===== src/rtl/uart_rx_packetizer.sv =====
// uart_rx_packetizer
//   Turns the byte stream from a UART receiver into framed command packets:
//   SYNC, CMD, LEN, LEN payload bytes and, when the checksum is built in, a
//   modulo-256 checksum over CMD, LEN and the payload.
//   Completed packets are held on a valid/ready interface. Malformed or stalled
//   frames raise a one-cycle error pulse.
//
//   Build option: define UART_PKT_CHECKSUM_EN to add the trailing checksum byte
//   and its check (error code 2). With it undefined, a frame ends after its
//   last payload byte, or after LEN when LEN is zero.
//
// Ports
//   clk_100MHz    sole clock
//   reset_n       asynchronous active-low reset
//   in_valid      one-cycle strobe, byte received
//   in_data       received byte
//   pkt_valid     packet available, held until pkt_ready
//   pkt_ready     consumer accepts the packet
//   pkt_cmd       command byte
//   pkt_len       payload length, 0..MAX_PAYLOAD
//   pkt_data      payload, first byte in [7:0], unused bytes zero
//   pkt_err       one-cycle error pulse
//   pkt_err_code  last error: 1 bad length, 2 checksum, 3 timeout
//   drop_count    saturating count of bytes dropped while a packet is held
module uart_rx_packetizer #(
    parameter logic [7:0] SYNC_BYTE      = 8'hA5,
    parameter int         MAX_PAYLOAD    = 4,
    parameter int         TIMEOUT_CYCLES = 1_000_000,
    parameter int         TO_BITS        = 20
) (
    input  logic                     clk_100MHz,
    input  logic                     reset_n,
    input  logic                     in_valid,
    input  logic [7:0]               in_data,
    output logic                     pkt_valid,
    input  logic                     pkt_ready,
    output logic [7:0]               pkt_cmd,
    output logic [7:0]               pkt_len,
    output logic [8*MAX_PAYLOAD-1:0] pkt_data,
    output logic                     pkt_err,
    output logic [1:0]               pkt_err_code,
    output logic [7:0]               drop_count
);
    // state     | meaning
    // S_HUNT    | discard bytes until SYNC_BYTE
    // S_CMD     | expect the command byte
    // S_LEN     | expect the payload length
    // S_PAYLOAD | collect pkt_len payload bytes
    // S_CSUM    | expect the checksum byte (checksum builds only)
    // S_HOLD    | packet presented, waiting for pkt_ready
    typedef enum logic [2:0] {
        S_HUNT,
        S_CMD,
        S_LEN,
        S_PAYLOAD,
`ifdef UART_PKT_CHECKSUM_EN
        S_CSUM,
`endif
        S_HOLD
    } state_t;

    // The idle counter is loaded with TIMEOUT_CYCLES-1 on every accepted
    // byte. Reaching zero with no byte in the same cycle marks expiry, so
    // expiry falls TIMEOUT_CYCLES cycles after the last byte.
    localparam logic [TO_BITS-1:0] TO_LOAD = TO_BITS'(TIMEOUT_CYCLES - 1);
    localparam logic [7:0]         MAX_LEN = 8'(MAX_PAYLOAD);

    state_t             state;
    state_t             state_nxt;
    logic               err_set;
    logic [1:0]         err_code_nxt;
    logic               in_frame;
    logic [7:0]         idx;
    logic [TO_BITS-1:0] to_cnt;
`ifdef UART_PKT_CHECKSUM_EN
    logic [7:0]         sum;
`endif

    assign in_frame = (state == S_CMD) || (state == S_LEN) || (state == S_PAYLOAD)
`ifdef UART_PKT_CHECKSUM_EN
                      || (state == S_CSUM)
`endif
                      ;

    always_ff @(posedge clk_100MHz or negedge reset_n) begin
        if (!reset_n) state <= S_HUNT;
        else          state <= state_nxt;
    end

    always_comb begin
        state_nxt    = state;
        err_set      = 1'b0;
        err_code_nxt = pkt_err_code;
        case (state)
            S_HUNT: if (in_valid && in_data == SYNC_BYTE) state_nxt = S_CMD;
            S_CMD:  if (in_valid) state_nxt = S_LEN;
            S_LEN: begin
                if (in_valid) begin
                    if (in_data > MAX_LEN) begin
                        err_set      = 1'b1;
                        err_code_nxt = 2'd1;
                        state_nxt    = S_HUNT;
                    end else if (in_data == 8'd0) begin
`ifdef UART_PKT_CHECKSUM_EN
                        state_nxt = S_CSUM;
`else
                        state_nxt = S_HOLD;
`endif
                    end else begin
                        state_nxt = S_PAYLOAD;
                    end
                end
            end
            S_PAYLOAD: begin
                if (in_valid && idx == pkt_len - 8'd1) begin
`ifdef UART_PKT_CHECKSUM_EN
                    state_nxt = S_CSUM;
`else
                    state_nxt = S_HOLD;
`endif
                end
            end
`ifdef UART_PKT_CHECKSUM_EN
            S_CSUM: begin
                if (in_valid) begin
                    if (in_data == sum) begin
                        state_nxt = S_HOLD;
                    end else begin
                        err_set      = 1'b1;
                        err_code_nxt = 2'd2;
                        state_nxt    = S_HUNT;
                    end
                end
            end
`endif
            S_HOLD:  if (pkt_ready) state_nxt = S_HUNT;
            default: state_nxt = S_HUNT;
        endcase
        // A byte in the expiry cycle is processed above and wins.
        if (in_frame && !in_valid && to_cnt == '0) begin
            err_set      = 1'b1;
            err_code_nxt = 2'd3;
            state_nxt    = S_HUNT;
        end
    end

    always_ff @(posedge clk_100MHz or negedge reset_n) begin
        if (!reset_n) begin
            pkt_valid    <= 1'b0;
            pkt_err      <= 1'b0;
            pkt_err_code <= 2'd0;
            pkt_cmd      <= 8'd0;
            pkt_len      <= 8'd0;
            pkt_data     <= '0;
            drop_count   <= 8'd0;
            idx          <= 8'd0;
            to_cnt       <= '0;
        end else begin
            pkt_valid    <= (state_nxt == S_HOLD);
            pkt_err      <= err_set;
            pkt_err_code <= err_code_nxt;

            if (in_valid || !in_frame) to_cnt <= TO_LOAD;
            else if (to_cnt != '0)     to_cnt <= to_cnt - 1'b1;

            if (state == S_HOLD && in_valid && drop_count != 8'hFF)
                drop_count <= drop_count + 8'd1;

            case (state)
                S_HUNT: begin
                    if (state_nxt == S_CMD) begin
                        pkt_data <= '0;
                        idx      <= 8'd0;
                    end
                end
                S_CMD: if (in_valid) pkt_cmd <= in_data;
                S_LEN: if (in_valid && in_data <= MAX_LEN) pkt_len <= in_data;
                S_PAYLOAD: begin
                    if (in_valid) begin
                        for (int i = 0; i < MAX_PAYLOAD; i++)
                            if (idx == 8'(i)) pkt_data[i*8 +: 8] <= in_data;
                        idx <= idx + 8'd1;
                    end
                end
                default: ;
            endcase
        end
    end

`ifdef UART_PKT_CHECKSUM_EN
    // Held at zero while hunting, which clears it on entry to S_CMD.
    always_ff @(posedge clk_100MHz or negedge reset_n) begin
        if (!reset_n)
            sum <= 8'd0;
        else if (state == S_HUNT)
            sum <= 8'd0;
        else if (in_valid && (state == S_CMD || state == S_LEN || state == S_PAYLOAD))
            sum <= sum + in_data;
    end
`endif

endmodule


===== config.mk =====
export PLATFORM = sky130hd
export DESIGN_NAME = uart_rx_packetizer
export DESIGN_NICKNAME = d
export VERILOG_FILES = /design/src/rtl/uart_rx_packetizer.sv
export SDC_FILE = /design/constraint.sdc
export NUM_CORES = 1
export LEC_CHECK = 0
export ABC_CLOCK_PERIOD_IN_PS = 2000
export CAP_MARGIN = 25
export CORE_UTILIZATION = 49
export DETAILED_ROUTE_END_ITERATION = 6
export HOLD_SLACK_MARGIN = 0.1
export PLACE_DENSITY = 0.77
export SYNTH_ARGS = -nofsm -noshare
export SYNTH_HDL_FRONTEND = slang
export SYNTH_SLANG_ARGS = --single-unit

===== constraint.sdc =====
create_clock -name clk_100MHz -period 2 [get_ports clk_100MHz]
set_input_delay 0.4 -clock clk_100MHz [delete_from_list [all_inputs] [get_ports clk_100MHz]]
set_output_delay 0.4 -clock clk_100MHz [all_outputs]
set_load 0.01 [all_outputs]

==> out/qor.yml, run 1 <==
run_status:
  outcome: "finished with violations"
  violations: "design-rule violations, negative setup slack"
yosys:
  synth_nets: 414
  synth_top_area_cell: "dfrtp_1"
  synth.most_common_cell: "dfrtp_1"
  synth_seq_cells: 91
  synth_area_um2: 4540
  yosysWarnings: 0
  netlist_top_cells_count: "91 x dfrtp_1, 44 x mux2_2, 31 x nand2_1, 25 x nor2_1, 22 x xnor2_1"
  syn_inst: 395
  synthTopCellsByArea: "dfrtp_1 50%, mux2_2 11%, xnor2_1 4.2%"
  synth_area_per_cell_um2: 11.5
  ys_types: 59
  synth_top_flop_cell: "dfrtp_1"
  async_flop_share_pct: 100
  synth_top_area_share_pct: 50.2
  synth_edf_count: 0
  ys_seq_area_share_pct: 50.2
critical_path:
  critPathRequiredTime_ns: 2.26
  crit_fanout: 8
  cp-end-kind: "register"
  worstReg2RegEnd: "pkt_data[7]"
  reg2regPathDepth: 7
  path_class: "register to register"
  cp-startpoint: "idx[7]"
  start_kind: "register"
  arrival_ns: 2.39
  timing.rr.start: "idx[7]"
  endpoint: "pkt_data[7]"
  r2r_setup_slack_ns: -0.13
floorplan:
  ios: 72
  die_area_um2: 9650
  core.rowCount: 34
  die_h_um: 98.2
  core_um2: 8850
  initial_core_util_pct: 51.3
  die_x_um: 98.2
timing:
  period_needed_ns: 2.13
  finalHoldViolCount: 0
  report.final.slew_viol_count: 0
  skew_ns: 0.0141
  final.setup.worst_slack_ns: -0.130
  worst_pin_slew_ns: 0.508
  fin_crit_sh_pct: 107
  fmax_ghz: 0.469
  final-setup-viol-count: 37
  whs_ns: 0.447
  finalSetupTns_ns: -3.51
  slew_headroom_pct: 66.1
  rsz0062_at_grt: "true"
clock_tree:
  clk_latency_ns: 0.37
  cts_sinks: 91
  root_buffer: "clkbuf_8"
  clkSlewWorstSetupHoldPaths_ns: 0.10
  max-clock-path-buffers: 2
  cts_buffers: 9
  cts_max_level: 3
  tritoncts: "built"
job:
  maxCapViolCount: 0
route:
  drc: 3
  wl_um: 12000
  viasPerCell: 5.66
  drt_iter0_drc: 206
  via_count: 3706
  wl_per_cell_um: 18.3
  drtAntennaViolNets: 0
  drt-pass1-iter-count: 6
finish:
  areaGrowthSynthToFinish_pct: 44.5
  fill_cells: 582
  drive_gt1_share_pct: 34.4
  nNetsFinal: 561
  multi_input_area_um2: 2500
  utilization_pct: 74.1
  antenna_cells: 0
  seqCellArea_um2: 2280
pwr:
  power_density_nw_per_um2: 572
  power_leakage_uw: 0.00291
  ir_drop_mv: 0.368
  p_total_uw: 3750
placed_design:
  gp_congestion: 0.836
  dpl_worst_slack_ns: -0.678
  numPortBuffers: 71
  dp_hpwl_um: 8050
global_route:
  grt_first_pass_wirelength_um: 18700
  grt_pass1_vias: 3802
  grt_antenna_before_repair: 0
  grt-ovfl-total: 0
  grt_max_degree: 40
  track_usage_pct: 25.0
min_path:
  worstHoldStart: "in_data[6]"
  hold_depth: 2
  holdCritPathClass: "primary input to register"
-- placed cells by master (no fill, tap or decap), types with 9 or more instances in the layout --
cell type        Yosys  routed
inv_1                9       9
dfrtp_1             91      90
xor2_1               9       9
clkbuf_8             0       9
mux2_2              44      12
mux2_4               0      32
clkdlybuf4s50_1      0      63
nor2_1              25      24
xnor2_1             22      20
and2_1              13      13
nor3_1              12      12
nand2_1             31      26
a21oi_1             13      10
buf_4                2      67
-- registers in the layout, summed over array words and instances, names as in the netlist --
name	count
state	3
pkt_err_code	2
pkt_cmd	8
to_cnt	20
pkt_err	1
drop_count	8
pkt_len	8
idx	8
pkt_valid	1
pkt_data	32
-- cells by family after synthesis --
group | Yosys count | synth area share [%]
DFF | 91 | 50.2
adders and majority gates | 7 | 1.93
AOI/OAI and AO/OA | 60 | 11.0
muxes | 44 | 10.9
xor gates and xnor gates | 31 | 5.99
and+or+nand+nor | 142 | 18.2
buffers and inverters | 20 | 1.85
-- worst min path at each step --
stage | end
after global placement | pkt_len[5]
after detailed placement | pkt_len[5]
after CTS | pkt_cmd[6]
after floorplan | drop_count[0]
after global routing | pkt_cmd[6]
final | pkt_cmd[6]
-- cell type report --
| class | count | area share [%] |
|---|---|---|
| Clock buffer | 9 | 1.89 |
| Multi-Input combinational cell | 284 | 38.2 |
| Clock inverter | 7 | 1.60 |
| Sequential cell | 91 | 34.8 |
| Inverter | 9 | 0.515 |
| Tap cell | 108 | 2.06 |
| Timing Repair Buffer | 147 | 21.0 |
-- power by group --
| part | internal, uW | switching (uW) | leakage [uW] | total, uW |
|---|---|---|---|---|
| combinational | 196 | 176 | 0.00162 | 372 |
| sequential | 1890 | 37.4 | 0.00118 | 1930 |
| clock | 726 | 718 | 0.000113 | 1440 |
-- repair_timing --
action,4_1_cts,5_1_grt
resized for setup,21,63
pin swaps,12,20
buffers inserted,6,4
setup endpoints to repair,42,60
hold buffers,1,0
hold endpoints to repair,35,0
cloned,0,0
-- routing by layer --
metal / up-vias / GRT usage, % / wire length (um)
met5: - / 0 / 0
met4: 0 / 11.7 / 263
met1: 1871 / 31.4 / 5300
met2: 92 / 42.5 / 5960
li1: 1722 / - / -
met3: 21 / 4.15 / 474
-- critical path, cell delays in order, from the launching register on --
cell      delay (ns)
dfrtp_1         0.39
or4_4           0.56
nor4_4          0.17
buf_6           0.18
nand2_4         0.07
a21boi_4        0.17
buf_12          0.15
mux2_4          0.32
-- through the flow --
stage / instance area, um^2 / cells
2_1_floorplan: 4570 / 395
3_3_place_gp: 5860 / 629
3_5_place_dp: 5860 / 629
4_1_cts: 6270 / 652
5_1_grt: 6560 / 655
6_report: 6560 / 655
Note: power is estimated with default switching activity, not from simulation.
==> run 2, diff against run 1 <==
- CTS_CLUSTER_DIAMETER: unset -> 120
==> results of run 2 <==
The final DEF is identical to that of run 1; final timing and power are the same.
